`config.mk`:
```
export PLATFORM = sky130hd
export DESIGN_NAME = b1_scfifo_reader
export DESIGN_NICKNAME = d
export VERILOG_FILES = /design/src/rtl/b1_fifo_pkg.sv /design/src/rtl/b1_skid_buf2.sv /design/src/rtl/b1_scfifo_reader.sv
export SDC_FILE = /design/constraint.sdc
export NUM_CORES = 1
export LEC_CHECK = 0
export ABC_CLOCK_PERIOD_IN_PS = 2300
export BUFFER_PORTS_ARGS = -buffer_cell sky130_fd_sc_hd__buf_2
export CAP_MARGIN = 25
export CELL_PAD_IN_SITES_DETAIL_PLACEMENT = 1
export CELL_PAD_IN_SITES_GLOBAL_PLACEMENT = 2
export CORE_MARGIN = 10
export CORE_UTILIZATION = 30
export DETAILED_ROUTE_END_ITERATION = 8
export GPL_TIMING_DRIVEN = 0
export HOLD_SLACK_MARGIN = 0.05
export PLACE_DENSITY = 0.69
export REMOVE_ABC_BUFFERS = 1
export SKIP_LAST_GASP = 1
export SYNTH_ARGS = -nofsm -noshare
export SYNTH_HDL_FRONTEND = slang
export SYNTH_HIERARCHICAL = 1
export SYNTH_SLANG_ARGS = --single-unit
```
`constraint.sdc`:
```
create_clock -name clk_i -period 2.3 [get_ports clk_i]
set_input_delay 0.115 -clock clk_i [delete_from_list [all_inputs] [get_ports clk_i]]
set_output_delay 0.115 -clock clk_i [all_outputs]
set_load 0.1 [all_outputs]
```
`src/rtl/b1_fifo_pkg.sv`:
```
// Shared definitions for the single-clock FIFO family and its read-side adapters.
package b1_fifo_pkg;

    localparam int unsigned RD_LAT    = 1;
    localparam int unsigned BUF_DEPTH = 2;
    localparam int unsigned LVL_W     = 2;

    typedef logic [LVL_W-1:0] lvl_t;

endpackage : b1_fifo_pkg

```
`src/rtl/b1_skid_buf2.sv`:
```
// Two-entry registered buffer with independent head/tail pointers and an occupancy count.
module b1_skid_buf2
    import b1_fifo_pkg::*;
#(
    parameter int unsigned DWIDTH = 8
) (
    input  logic              clk_i,
    input  logic              srst_i,
    input  logic              wr_en,
    input  logic [DWIDTH-1:0] wr_data,
    input  logic              rd_en,
    output logic [DWIDTH-1:0] rd_data,
    output logic [1:0]        cnt
);

    logic [DWIDTH-1:0] r_mem [BUF_DEPTH];
    logic              r_head;
    logic              r_tail;
    lvl_t              r_cnt;

    // Storage carries no reset; only the pointers and count define what is valid.
    always_ff @(posedge clk_i) begin
        if (wr_en) begin
            r_mem[r_tail] <= wr_data;
        end
    end

    always_ff @(posedge clk_i) begin
        if (srst_i) begin
            r_head <= 1'b0;
            r_tail <= 1'b0;
            r_cnt  <= '0;
        end else begin
            if (wr_en) begin
                r_tail <= ~r_tail;
            end
            if (rd_en) begin
                r_head <= ~r_head;
            end
            r_cnt <= lvl_t'(r_cnt + lvl_t'(wr_en) - lvl_t'(rd_en));
        end
    end

    assign rd_data = r_mem[r_head];
    assign cnt     = r_cnt;

endmodule : b1_skid_buf2

```
`src/rtl/b1_scfifo_reader.sv`:
```
// Drains a non-showahead single-clock FIFO and re-presents its words as a
// zero-latency valid/ready stream, hiding the FIFO read latency in a 2-entry buffer.
module b1_scfifo_reader
    import b1_fifo_pkg::*;
#(
    parameter int unsigned DWIDTH = 8
) (
    input  logic              clk_i,
    input  logic              srst_i,
    input  logic              fifo_empty_i,
    input  logic [DWIDTH-1:0] fifo_q_i,
    output logic              fifo_rdreq_o,
    output logic [DWIDTH-1:0] data_o,
    output logic              valid_o,
    input  logic              ready_i,
    output logic [1:0]        level_o
);

    localparam int unsigned OCC_W = 3;

    logic [RD_LAT-1:0] r_inflight;
    lvl_t              w_cnt;
    logic              w_pop;
    logic              w_arrive;
    logic [OCC_W-1:0]  w_occ;

    assign w_arrive = r_inflight[RD_LAT-1];
    assign w_pop    = valid_o & ready_i;
    assign valid_o  = (w_cnt != '0);
    assign level_o  = w_cnt;

    // Projected occupancy after this cycle; the combinational ready_i path here is intentional.
    assign w_occ        = OCC_W'(w_cnt) + OCC_W'($countones(r_inflight)) - OCC_W'(w_pop);
    assign fifo_rdreq_o = !srst_i && !fifo_empty_i && (w_occ < OCC_W'(BUF_DEPTH));

    always_ff @(posedge clk_i) begin
        if (srst_i) begin
            r_inflight <= '0;
        end else begin
            r_inflight <= RD_LAT'({r_inflight, fifo_rdreq_o});
        end
    end

    b1_skid_buf2 #(
        .DWIDTH (DWIDTH)
    ) u_buf (
        .clk_i   (clk_i),
        .srst_i  (srst_i),
        .wr_en   (w_arrive),
        .wr_data (fifo_q_i),
        .rd_en   (w_pop),
        .rd_data (data_o),
        .cnt     (w_cnt)
    );

    a_no_overflow: assert property (@(posedge clk_i) disable iff (srst_i)
        !(w_arrive && (w_cnt == lvl_t'(BUF_DEPTH)) && !w_pop));

    a_no_read_empty: assert property (@(posedge clk_i) disable iff (srst_i)
        !(fifo_rdreq_o && fifo_empty_i));

    a_hold_data: assert property (@(posedge clk_i) disable iff (srst_i)
        (valid_o && !ready_i) |=> $stable(data_o));

endmodule : b1_scfifo_reader
```
[Word-level counts from Yosys, hierarchy flattened]
Memory sizes are Yosys's and may differ from the RTL's. A register that Yosys moved wholly into a read port is not among the register bits.
Cells that the tools add are included.
Word-level totals
  bits of input ports: 12
  logic and storage cells: 22
  memories kept: 1
  latch bits: 0
  output and inout port bits: 12
  register bits: 5
  bits in read-only memories: 0
  memory bits (writable): 16
Memory list
  u_buf.r_mem: words 2, width 8, rd ports 1, clocked after memory_dff 1, wr ports 1, RTL line b1_skid_buf2.sv:16  | logic [DWIDTH-1:0] r_mem [BUF_DEPTH];
Operators by class
  muxes and demuxes: 4
  eq/ne operators: 0
  divide/modulo/power cells: 0
  order comparisons: 1
  $mul: 0
  shifts and indexed selects: 0
  $add $sub $neg: 4
  reduce and logical (&&, ||, !) cells: 5
  bitwise gates (word level): 3
Operator list (number)
  1-bit 2-to-1 mux: 4
  2-bit by 1-bit adder with 3-bit output: 1
  3-bit by 2-bit less-than comparator with 1-bit output (second input constant): 1
  3-bit by 1-bit subtractor with 3-bit output: 1
  2-bit by 1-bit adder with 2-bit output: 1
  1-bit logical AND: 2
  1-bit logical NOT: 2
  1-bit inverter: 2
  2-bit nonzero test: 1
  2-bit by 1-bit subtractor with 2-bit output: 1
  1-bit bitwise AND: 1

[Depth between registers and ports, before layout]
  depth after elaboration: 5
  mapped depth: 7
  mapped depth without buffers: 7

[Modules after synthesis]
Netlist, hierarchy kept.
Modules (own cells, without submodules)
  b1_skid_buf2: instances 1, cells an instance 44, sequential area each 580.6 µm², area each 788.3 µm²
  b1_scfifo_reader: instances 1, cells an instance 10, sequential area each 20.0 µm², area each 101.3 µm²

[Least setup slack after synthesis]
OpenSTA, ideal clock, no wires.
  kind: flip-flop to output port
  start point: reg u_buf.r_cnt[1], in the netlist u_buf/cnt[1]
  end point: out fifo_rdreq_o
  required time: 2185 ps
  arrival: 6241 ps
  setup slack: -4056 ps
  stages on the path, launching flop included: 8
  path buffers: 0
  cells stage by stage: dfxtp_1 or2_1 and2_1 ha_1 nand2b_1 fa_1 xor2_1 nor4b_1
On the way
  longest elaborated chain between the ends: 5
  elaborated cells on any way between the ends: 6
  classes of those cells: 2 x add/sub; 1 x order compare; 1 x bitwise; 2 x reduce/logical
Ends and longest elaborated chain
  from (decl): RTL line b1_skid_buf2.sv:19  | lvl_t r_cnt;
  from (signal assigned): RTL line b1_skid_buf2.sv:40  | r_cnt <= lvl_t'(r_cnt + lvl_t'(wr_en) - lvl_t'(rd_en));
  2-bit nonzero test: RTL line b1_scfifo_reader.sv:29  | assign valid_o = (w_cnt != '0);
  net valid_o: RTL line b1_scfifo_reader.sv:14  | output logic valid_o,
  1-bit bitwise AND: RTL line b1_scfifo_reader.sv:28  | assign w_pop = valid_o & ready_i;
  net w_pop: RTL line b1_scfifo_reader.sv:23  | logic w_pop;
  3-bit by 1-bit subtractor with 3-bit output: RTL line b1_scfifo_reader.sv:33  | assign w_occ = OCC_W'(w_cnt) + OCC_W'($countones(r_inflight)) - OCC_W'(w_pop);
  3-bit by 2-bit less-than comparator with 1-bit output: RTL line b1_scfifo_reader.sv:34  | assign fifo_rdreq_o = !srst_i && !fifo_empty_i && (w_occ < OCC_W'(BUF_DEPTH));
  1-bit logical AND: RTL line b1_scfifo_reader.sv:34
  to (decl): RTL line b1_scfifo_reader.sv:12  | output logic fifo_rdreq_o,
The timed path passes the listed nets, and every way through them passes these cells.

[Worst setup path in the final report]
  start point: reg u_buf.r_cnt[1], in the netlist u_buf/cnt[1]
  end point: out fifo_rdreq_o
On the way
  longest elaborated chain between the ends: 5
  elaborated cells on any way between the ends: 6
  classes of those cells: 2 x add/sub; 1 x order compare; 1 x bitwise; 2 x reduce/logical
Ends and longest elaborated chain (RTL line)
  2-bit nonzero test: b1_scfifo_reader.sv:29
  1-bit bitwise AND: b1_scfifo_reader.sv:28
  net w_pop: b1_scfifo_reader.sv:23
  3-bit by 1-bit subtractor with 3-bit output: b1_scfifo_reader.sv:33
  3-bit by 2-bit less-than comparator with 1-bit output: b1_scfifo_reader.sv:34
  1-bit logical AND: b1_scfifo_reader.sv:34
The timed path passes the listed nets, and every way through them passes these cells.

==> qor.yml <==
finalHoldViolCount: 0
synth_common_cells: "16 x edfxtp_1, 8 x mux2_2, 6 x dfxtp_1, 4 x nor2_1"
min_path_cells: 2
core_area_mm2: 0.002805
worst_pin_slew_ns: 0.7980
period_share: 1.097
max_stage_delay_ns: 0.37
portBuffers: 23
cp_max_fo: 2
worstPathCellList: "or2_1 -> and2_4 -> ha_4 -> nand2b_4 -> fa_2 -> xor2_2 -> nor4b_2 -> buf_6"
yosysWarnings: 6
ioPinCount: 24
grtUsageTotal: 0.06825
drive_gt1_frac: 0.5000
ys_types: 16
via_per_inst: 4.536
path_class: "reg2out"
htree_levels: 1
finalSetupViolations: 1
num_vias: 567
endpoint_kind: "primary output"
synthCells: 54
grt_pass1_wl_um: 2815
holdWs_ns: 0.06581
initial_core_util: 0.3171
nets: 111
insertedDiodeCount: 0
antenna_left: 0
areaGrowthSynthToFinish_pct: 38.96
yosys.area.top_type: "edfxtp_1"
grt_max_degree: 13
yosys.area_share.xor_xnor: 0.05485
global_route.overflow_total: 0
synth_top_family_by_area: "multiplexers"
rsz0062_at_grt: "true"
yosys.area_share.adder: 0.06470
synthMuxAreaShare: 0.1013
clockBufferDepth: 2
grt_pass1_vias: 612
avgSynthCellArea_um2: 16.47
reg2regPathDepth: 8
clkSinkCount: 22
fin_skew_ns: 0.004819
holdCritPathClass: "in2reg"
violations: "setup timing"
post-route-min-period_ns: 2.524
fp.dieH_um: 74.46
wl_um: 1841
cp-start-kind: "flop"
maxCapViolations: 0
synth_edf_count: 16
hpwl_um: 1265
dieArea_mm2: 0.005544
remaining_drc_errors: 0
synth_top_area_frac: 0.5401
timing.final.ws_setup_ns: -0.2236
required_ns: 2.18
synth_seq_cells: 22
die_w_um: 74.46
synthArstFlopShare: 0
relSlewSlack: 0.4669
cts_buffers: 3
synthTopCellsByArea: "edfxtp_1 54%, dfxtp_1 14%, mux2_2 10%"
ys.flop_type: "edfxtp_1"
synth_most_common_cell: "edfxtp_1"
insertion_delay_ns: 0.30
critPathSlowestCell: "dfxtp_4"
drt_iter0_drc: 14
dr.pass1.iters: 2
maxSlewViolCount: 0
synth_compound_area_frac: 0
wire_per_inst_um: 14.73
dp_worst_setup_slack_ns: -0.3093
cts_tree: "done"
synth-simple-area-share: 0.07876
floorplan.rows: 19
crit_arrival_ns: 2.41
max_freq_ghz: 0.3963
clk_pin_slew_worst_paths_ns: 0.12
status: "finished with violations"
synth-seq-area-share: 0.6751
netlist_area_um2: 889.6
root_buffer: "clkbuf_4"
gp_congestion: 0.6174
antenna_found_initial: 0
## what timing repair did
action / in CTS / in global routing
endpoints found under the setup margin: 1 / 1
setup buffers: 4 / 1
resized for setup: 8 / 3
hold endpoints to repair: 17 / 0
hold buffers: 9 / 0
pin swaps: 4 / 3
## layout by cell type, fill, tap and decap left out, types with 2 or more instances in the layout
cell type and instances:
inv_1 3, mux2_2 8, xnor2_1 2, ha_1 2
nor2b_1 2, dlygate4sd3_1 9, edfxtp_1 16, buf_2 22
buf_4 5, nor2_1 4, clkbuf_4 3, dfxtp_1 4
## sequential cells by signal, summed over array words and instances, names as in the netlist, named ones only
name,flops
u_buf/cnt,2
u_buf/r_head,1
u_buf/r_mem,16
r_inflight,1
u_buf/r_tail,1
## per-stage QoR
stage                     std cells  cell area, um2  utilization  TNS, ns
after detailed placement        107            1032       0.3680  -0.3093
after CTS                       124            1211       0.4318  -0.3666
after global placement          107            1032       0.3680  -0.2763
after floorplan                  53           878.3            -   -6.636
final                           125            1236       0.4407  -0.2236
after global routing            125            1236       0.4407  -0.3373
## cell type report
| type | count | area [um2] |
|---|---|---|
| clock buffer | 3 | 22.52 |
| inverter | 3 | 11.26 |
| tap | 31 | 38.79 |
| multi-input combinational | 28 | 305.3 |
| clock inverter | 1 | 3.754 |
| sequential | 22 | 605.6 |
| fill | 293 | 1569 |
| timing repair buffer | 37 | 249.0 |
## final timing paths
path,startpoint,endpoint,slack [ns]
max,u_buf/cnt[1],fifo_rdreq_o,-0.22
min,srst_i,u_buf/cnt[0],0.07
max reg2reg,u_buf/cnt[1],r_inflight,0.27
min reg2reg,u_buf/r_head,flop,0.56
## per-layer routing
layer	GRT usage	vias up	share of wire
met1	0.07621	275	0.43
met4	0.03782	0	0.0049
met5	0	-	0
met3	0.02660	2	0.078
met2	0.1095	20	0.49
li1	-	270	-
## worst max-delay path, delay by kind of cell (launching register included)
family / cells / cell delay (ns)
flip-flops: 1 / 0.37
adder cells (fa/ha/maj): 2 / 0.54
AND/OR/NAND/NOR: 4 / 0.76
buffers and inverters: 1 / 0.27
XOR/XNOR: 1 / 0.16
## kinds of logic (layout without fill, tap and decap cells)
logic type    count (synthesis)  after routing
xor+xnor                      4              4
mux                           8              8
buf+inv                       4             44
fa+ha+maj                     4              4
flops                        22             22
simple gates                 12             12
Power is not shown: default switching activity piles up to over one toggle a cycle in this logic, so the estimate is an artifact.
